**src/rtl/tl_buffer_param.sv**
```systemverilog
// TileLink A/D channel buffer: an independent circular queue per channel; depth 0 degenerates to wires.
// Define TLBUF_OCC_EN to add the a_count/d_count occupancy outputs.

module tl_buffer_queue #(
  parameter int DEPTH = 2,
  parameter int W     = 8,
  parameter bit PIPE  = 1'b0,
  parameter bit FLOW  = 1'b0,
  parameter int CNT_W = (DEPTH == 0) ? 1 : $clog2(DEPTH + 1)
) (
  input  logic         clock,
  input  logic         reset,
  input  logic         in_valid,
  output logic         in_ready,
  input  logic [W-1:0] in_data,
  output logic         out_valid,
  input  logic         out_ready,
  output logic [W-1:0] out_data
`ifdef TLBUF_OCC_EN
  ,
  output logic [CNT_W-1:0] count
`endif
);

  if (DEPTH == 0) begin : g_wire
    assign in_ready  = out_ready;
    assign out_valid = in_valid;
    assign out_data  = in_data;
`ifdef TLBUF_OCC_EN
    assign count = '0;
`endif
  end else begin : g_queue
    localparam int PTR_W = (DEPTH <= 1) ? 1 : $clog2(DEPTH);
    localparam int MEM_N = 1 << PTR_W;

    logic [W-1:0]     mem [MEM_N];
    logic [PTR_W-1:0] wr_ptr;
    logic [PTR_W-1:0] rd_ptr;
    logic [CNT_W-1:0] cnt;
    logic             empty;
    logic             full;
    logic             enq;
    logic             deq;
    logic             do_wr;
    logic             do_rd;

    function automatic logic [PTR_W-1:0] ptr_inc(input logic [PTR_W-1:0] p);
      return (p == PTR_W'(DEPTH - 1)) ? '0 : p + PTR_W'(1);
    endfunction

    assign empty     = (cnt == '0);
    assign full      = (cnt == CNT_W'(DEPTH));
    assign in_ready  = !full || (PIPE && out_ready);
    assign out_valid = !empty || (FLOW && in_valid);
    assign out_data  = (FLOW && empty) ? in_data : mem[rd_ptr];
    assign enq       = in_valid && in_ready;
    assign deq       = out_valid && out_ready;
    // a flow-through beat consumed on arrival never touches the store
    assign do_wr     = enq && !(FLOW && empty && out_ready);
    assign do_rd     = deq && !empty;

    always_ff @(posedge clock or negedge reset) begin
      if (!reset) begin
        wr_ptr <= '0;
        rd_ptr <= '0;
        cnt    <= '0;
      end else begin
        if (do_wr) wr_ptr <= ptr_inc(wr_ptr);
        if (do_rd) rd_ptr <= ptr_inc(rd_ptr);
        if (do_wr && !do_rd)      cnt <= cnt + CNT_W'(1);
        else if (do_rd && !do_wr) cnt <= cnt - CNT_W'(1);
      end
    end

    // payload store is never reset; only the pointers and count define validity
    always_ff @(posedge clock) begin
      if (do_wr) mem[wr_ptr] <= in_data;
    end

`ifdef TLBUF_OCC_EN
    assign count = cnt;
`endif
  end

endmodule

module tl_buffer_param #(
  parameter int A_DEPTH  = 2,
  parameter int D_DEPTH  = 2,
  parameter int PIPE     = 0,
  parameter int FLOW     = 0,
  parameter int SOURCE_W = 7,
  parameter int ADDR_W   = 31,
  parameter int DATA_W   = 64
) (
  input  logic                clock,
  input  logic                reset,
  input  logic                auto_in_a_valid,
  output logic                auto_in_a_ready,
  input  logic [2:0]          auto_in_a_bits_opcode,
  input  logic [2:0]          auto_in_a_bits_param,
  input  logic [1:0]          auto_in_a_bits_size,
  input  logic [SOURCE_W-1:0] auto_in_a_bits_source,
  input  logic [ADDR_W-1:0]   auto_in_a_bits_address,
  input  logic [DATA_W/8-1:0] auto_in_a_bits_mask,
  input  logic [DATA_W-1:0]   auto_in_a_bits_data,
  input  logic                auto_in_a_bits_corrupt,
  output logic                auto_out_a_valid,
  input  logic                auto_out_a_ready,
  output logic [2:0]          auto_out_a_bits_opcode,
  output logic [2:0]          auto_out_a_bits_param,
  output logic [1:0]          auto_out_a_bits_size,
  output logic [SOURCE_W-1:0] auto_out_a_bits_source,
  output logic [ADDR_W-1:0]   auto_out_a_bits_address,
  output logic [DATA_W/8-1:0] auto_out_a_bits_mask,
  output logic [DATA_W-1:0]   auto_out_a_bits_data,
  output logic                auto_out_a_bits_corrupt,
  input  logic                auto_out_d_valid,
  output logic                auto_out_d_ready,
  input  logic [2:0]          auto_out_d_bits_opcode,
  input  logic [1:0]          auto_out_d_bits_size,
  input  logic [SOURCE_W-1:0] auto_out_d_bits_source,
  input  logic [DATA_W-1:0]   auto_out_d_bits_data,
  output logic                auto_in_d_valid,
  input  logic                auto_in_d_ready,
  output logic [2:0]          auto_in_d_bits_opcode,
  output logic [1:0]          auto_in_d_bits_size,
  output logic [SOURCE_W-1:0] auto_in_d_bits_source,
  output logic [DATA_W-1:0]   auto_in_d_bits_data
`ifdef TLBUF_OCC_EN
  ,
  output logic [((A_DEPTH == 0) ? 1 : $clog2(A_DEPTH + 1))-1:0] a_count,
  output logic [((D_DEPTH == 0) ? 1 : $clog2(D_DEPTH + 1))-1:0] d_count
`endif
);

  localparam int A_W = 3 + 3 + 2 + SOURCE_W + ADDR_W + DATA_W / 8 + DATA_W + 1;
  localparam int D_W = 3 + 2 + SOURCE_W + DATA_W;

  logic [A_W-1:0] a_in;
  logic [A_W-1:0] a_out;
  logic [D_W-1:0] d_in;
  logic [D_W-1:0] d_out;

  assign a_in = {auto_in_a_bits_opcode, auto_in_a_bits_param, auto_in_a_bits_size,
                 auto_in_a_bits_source, auto_in_a_bits_address, auto_in_a_bits_mask,
                 auto_in_a_bits_data, auto_in_a_bits_corrupt};
  assign {auto_out_a_bits_opcode, auto_out_a_bits_param, auto_out_a_bits_size,
          auto_out_a_bits_source, auto_out_a_bits_address, auto_out_a_bits_mask,
          auto_out_a_bits_data, auto_out_a_bits_corrupt} = a_out;

  assign d_in = {auto_out_d_bits_opcode, auto_out_d_bits_size,
                 auto_out_d_bits_source, auto_out_d_bits_data};
  assign {auto_in_d_bits_opcode, auto_in_d_bits_size,
          auto_in_d_bits_source, auto_in_d_bits_data} = d_out;

  tl_buffer_queue #(
    .DEPTH(A_DEPTH), .W(A_W), .PIPE(PIPE != 0), .FLOW(FLOW != 0)
  ) u_a_queue (
    .clock     (clock),
    .reset     (reset),
`ifdef TLBUF_OCC_EN
    .count     (a_count),
`endif
    .in_valid  (auto_in_a_valid),
    .in_ready  (auto_in_a_ready),
    .in_data   (a_in),
    .out_valid (auto_out_a_valid),
    .out_ready (auto_out_a_ready),
    .out_data  (a_out)
  );

  tl_buffer_queue #(
    .DEPTH(D_DEPTH), .W(D_W), .PIPE(PIPE != 0), .FLOW(FLOW != 0)
  ) u_d_queue (
    .clock     (clock),
    .reset     (reset),
`ifdef TLBUF_OCC_EN
    .count     (d_count),
`endif
    .in_valid  (auto_out_d_valid),
    .in_ready  (auto_out_d_ready),
    .in_data   (d_in),
    .out_valid (auto_in_d_valid),
    .out_ready (auto_in_d_ready),
    .out_data  (d_out)
  );

endmodule

```
**config.mk**
```make
export PLATFORM = sky130hd
export DESIGN_NAME = tl_buffer_param
export DESIGN_NICKNAME = d
export VERILOG_FILES = /design/src/rtl/tl_buffer_param.sv
export SDC_FILE = /design/constraint.sdc
export NUM_CORES = 1
export LEC_CHECK = 0
export ABC_AREA = 1
export BUFFER_PORTS_ARGS = -buffer_cell sky130_fd_sc_hd__buf_2
export CAP_MARGIN = 40
export CORE_MARGIN = 8
export CORE_UTILIZATION = 56
export CTS_CLUSTER_SIZE = 8
export DETAILED_ROUTE_END_ITERATION = 16
export PLACE_DENSITY = 0.88
export RECOVER_POWER = 50
export SLEW_MARGIN = 40
export SYNTH_ARGS = -nofsm -noshare
export SYNTH_HDL_FRONTEND = slang
export SYNTH_SLANG_ARGS = --single-unit
```
**constraint.sdc**
```tcl
create_clock -name clock -period 16.1 [get_ports clock]
set_input_delay 2.415 -clock clock [delete_from_list [all_inputs] [get_ports clock]]
set_output_delay 2.415 -clock clock [all_outputs]
set_load 0.05 [all_outputs]
```
* Word level (Yosys, flattened, before mapping)
Memories as Yosys holds them, arrays and structs flattened.
Index checks and enable logic that the tools add are counted.
** Cells by class
- Add/sub/neg operators :: 8
- Equal/unequal tests :: 2
- Muxes and demuxes :: 12
- Reduce and logical (&&, ||, !) cells :: 22
** Operators by type and width (number)
- $logic_and 1x1->1 :: 10
- $logic_not 1->1 :: 8
- $mux 1 :: 8
- $mux 2 :: 4
- $add 1x1->1 const B :: 4
- $add 2x1->2 const B :: 2
- $eq 2x2->1 const B :: 2
- $logic_not 2->1 :: 2
- $reduce_bool 2->1 :: 2
- $sub 2x1->2 const B :: 2
** Storage, ports and cells
- Bits in registers :: 8
- Bits in writable memories :: 390
- Bits of input ports :: 201
- Output and inout port bits :: 199
- Logic and storage cells :: 52
- Memories :: 2
** Memories
- u_a_queue.g_queue.mem :: depth 2, bits a word 119, rd ports 1, clocked after Yosys merged registers in 0, wr ports 1, line 36 : logic [W-1:0] mem [MEM_N];
- u_d_queue.g_queue.mem :: depth 2, bits a word 76, rd ports 1, clocked after Yosys merged registers in 0, wr ports 1, line 36

* Longest topological paths before layout
- Depth in word-level cells :: 7
- Depth in mapped cells :: 10
- Depth with buffers taken out :: 10

* By module
From an unflattened synthesis, not the netlist that was laid out.
** Unflattened totals
- Cells, all modules :: 1076
- Area total of the unflattened synthesis :: 14622.8 µm²
** Modules (own cells, without submodules)
- tl_buffer_queue at u_a_queue :: instances 1, cells an instance 650, area each 8858.5 µm², sequential area each 7247.0 µm²
- tl_buffer_queue at u_d_queue :: instances 1, cells an instance 426, area each 5764.3 µm², sequential area each 4664.5 µm²

* Least setup slack after synthesis
Ideal clock, no wire load.
- Path type :: in2reg
- Start :: input auto_in_a_valid
- End :: memory u_a_queue.g_queue.mem[0][0] (netlist bit), enable pin
- Library setup time :: 0.599 ns
- Data arrival time :: 7.502 ns
- Required time :: 15.501 ns
- Slack :: 7.999 ns
- Stages :: 2
- Path buffers :: 0
- Cell sequence :: nand2_1 -> nor2_1
** Between the ends
- Longest elaborated chain between the ends :: 3
** RTL lines
- start: declaration :: line 98 : input logic auto_in_a_valid,
- $logic_and 1x1->1 :: line 56 : assign enq = in_valid && in_ready;
- $mux 1 :: line 77 : if (do_wr) mem[wr_ptr] <= in_data;
- $mux 1 (implied by the code) :: line 77
- end: declaration :: line 36
No other way between the ends.

* Worst setup path after layout
- Start :: input auto_out_d_valid
- End :: memory u_d_queue.g_queue.mem[1][30] (netlist bit), enable pin
** Between the ends
- Longest elaborated chain between the ends :: 3
** RTL lines
- start: declaration :: line 118 : input logic auto_out_d_valid,
- $logic_and 1x1->1 :: line 56
- $mux 1 :: line 77
- $mux 1 (implied by the code) :: line 77
- end: declaration :: line 36
No other way between the ends.

==> run_results.csv <==
group,metric,value,unit
run,maxCapViolCount,3,
global_route,gr-usage-all-layers,23.3,%
clock_tree,path_clk_slew,0.05,ns
outcome,violations,"max-capacitance violations, max-slew violations",
synth,yosys-top-cells-area,"edfxtp_1 80%, nand2_1 16%, dfrtp_1 1.4%, buf_2 0.89%, buf_4 0.82%",
worst_setup_path,startpoint_type,"input port",
detailed_routing,dr.pass1.iters,5,
placement,dp_hpwl,25000,microns
outcome,status,"complete, but fails checks",
worst_setup_path,regToRegStartpoint,"u_d_queue.g_queue.cnt[0]$_DFFE_PN0P_",
timing,max-slew-margin-rel,-186,%
final_layout,utilization,70.6,%
final_layout,final_common_cell,"nand2_1",
final_layout,drive_gt1_share,23.6,%
clock_tree,clock-sinks,398,
global_route,grt_max_degree,88,
synth,yosys_warnings,0,
clock_tree,post_cts_buffers,0,
min_path,min_path_type,"flip-flop to flip-flop",
timing,max_freq,0.171,GHz
global_route,grt_pass1_vias,10264,
worst_setup_path,worstPathArrival,5.88,ns
synth,yosys.area.top_type,"edfxtp_1",
detailed_routing,routedWlPerCell,20.7,microns
worst_setup_path,cpPeakStageDelay,2.98,ns
clock_tree,cts_buffer_depth,3,
synth,syn_area,0.0146,sq mm
worst_setup_path,path_cells,"buf_2 -> nand2_1 -> nor2_4 -> clkbuf_1",
timing,fin_tns_setup,0,ns
timing,fin_hold_ws,0.509,ns
synth,synth_top_cell_area_share,80.2,%
power,ir_drop,0.000211,V
timing,min_period,5.84,ns
clock_tree,cts_resized,0,
worst_setup_path,end_kind,"flip-flop",
floorplanning,start_util,56.5,%
detailed_routing,totalWireLength,38500,microns
detailed_routing,drtIter0Drc,885,
worst_setup_path,required,16.15,ns
floorplanning,die_w,177,microns
detailed_routing,viasPerCell,5.30,
global_route,antenna_found_initial,10,
placement,gp_congestion,0.819,
power,power_density,242,mW/mm^2
detailed_routing,drcViolationCount,0,
synth,syn_inst,1076,
final_layout,fin_nets,1703,
timing,rsz0062_at_grt,"no",
floorplanning,coreArea,0.0258,sq mm
global_route,overflow,0,
final_layout,area_delta_synth_final,25.0,%
min_path,min_from,"u_d_queue.g_queue.cnt[0]$_DFFE_PN0P_",
power,leakagePower,7.67,nW
worst_setup_path,cp_max_fo,76,
synth,synth_nets,1279,
clock_tree,cts_buffers,55,
detailed_routing,antenna_left,0,
synth,synthDistinctLibCells,14,
timing,hold_viol,0,
detailed_routing,num_vias,9834,
placement,port_buffers,399,
global_route,grt_pass1_wl,56400,microns
clock_tree,clk_latency,0.56,ns
timing,fin_crit_sh,36.2,%
worst_setup_path,crit_type,"input port to flip-flop",
synth,syn-mean-instance-area,13.6,sq um
timing,fin_skew,0.0219,ns
clock_tree,hold_buffers,0,
timing,slew_violations,195,
clock_tree,cts_tree,"yes",
clock_tree,cts_root_buf,"clkbuf_16",
worst_setup_path,cp_slowest_cell,"clkbuf_1",
synth,synth-seq-area-share,81.6,%
final_layout,final_cell_mix,"605 x nand2_1, 390 x edfxtp_1, 285 x buf_2",
floorplanning,pin_count,400,
floorplanning,row_count,59,
synth,synth-seq-cells,398,
floorplanning,die_y,177,microns
timing,tightest_slew,4.29,ns
floorplanning,dieArea,0.0315,sq mm
clock_tree,h-tree-depth,2,
worst_setup_path,crit_start,"auto_out_d_valid",
timing,setup_viol,0,
[metrics by stage]
stage                     cell area, sq um  power (mW)  setup slack, ns  instances
final                                18200        4.42            10.26       1856
after global routing                 18200        4.60            10.13       1855
after CTS                            18400        4.44            10.78       1845
after detailed placement             16900        3.42            11.47       1778
after global placement               16900        3.36            11.14       1776
after floorplan                      14600        2.95             8.00       1076
[state kept, by name (all words and copies together) (netlist names)]
name	count
u_d_queue.g_queue.wr_ptr	1
u_d_queue.g_queue.cnt	2
u_d_queue.g_queue.rd_ptr	1
u_d_queue.g_queue.mem	152
u_a_queue.g_queue.mem	238
u_a_queue.g_queue.cnt	2
u_a_queue.g_queue.wr_ptr	1
u_a_queue.g_queue.rd_ptr	1
[worst paths after layout]
| kind | end | slack, ns | depth (start not counted) |
|---|---|---|---|
| min in group asynchronous | u_d_queue.g_queue.wr_ptr$_DFFE_PN0P_ | 1.83 | 1 |
| worst min-delay path | u_d_queue.g_queue.cnt[0]$_DFFE_PN0P_ | 0.51 | 1 |
| max in group asynchronous | u_a_queue.g_queue.rd_ptr$_DFFE_PN0P_ | 13.87 | 1 |
| worst min register to register | u_d_queue.g_queue.cnt[0]$_DFFE_PN0P_ | 0.51 | 1 |
| worst max register to register | u_d_queue.g_queue.mem[1][30]$_DFFE_PP_ | 11.65 | 5 |
| worst max-delay path | u_d_queue.g_queue.mem[1][30]$_DFFE_PP_ | 10.26 | 4 |
[cell type report]
type / instances / area, sq um
Clock inverter: 2 / 50.0
Tap cell: 335 / 419
Timing Repair Buffer: 410 / 1930
Multi-Input combinational cell: 621 / 2400
Inverter: 14 / 53.8
Fill cell: 1650 / 7590
Antenna cell: 11 / 27.5
Clock buffer: 65 / 1450
Sequential cell: 398 / 11900
[report_power, final]
group | leakage [nW] | internal (mW) | switching (mW) | total [mW]
registers | 3.72 | 1.44 | 0.0755 | 1.51
logic | 3.22 | 0.328 | 1.57 | 1.90
clock network | 0.728 | 0.620 | 0.391 | 1.01
[logic make-up (layout without fill, tap and decap cells)]
kind of cell	after synthesis	in the layout	synth area share [%]
xor+xnor	4	4	0.240
fa+ha+maj	2	2	0.171
buf+inv	57	491	2.10
flops	398	398	81.6
other cells	0	11	0
simple gates	615	615	15.9
[cells in the mapped netlist (all sizes together)]
library cell  instances
nand3                 4
xor2                  2
nor2                  4
nand2               605
inv                  14
dfrtp                 8
edfxtp              390
xnor2                 2
buf                  42
clkbuf                1
nand4                 2
ha                    2
[worst max-delay path, delay by kind of cell]
kind | cells | cell delay (ns)
buf+inv | 2 | 3.06
simple gates | 2 | 0.29
[per-layer routing]
layer / track usage, % / wire [microns] / vias up
met5: 0 / 27 / -
met4: 11.1 / 1530 / 4
met3: 7.45 / 4260 / 99
met2: 40.9 / 19800 / 595
met1: 25.2 / 12900 / 4671
li1: - / - / 4465
(Power assumes the default switching activity.)
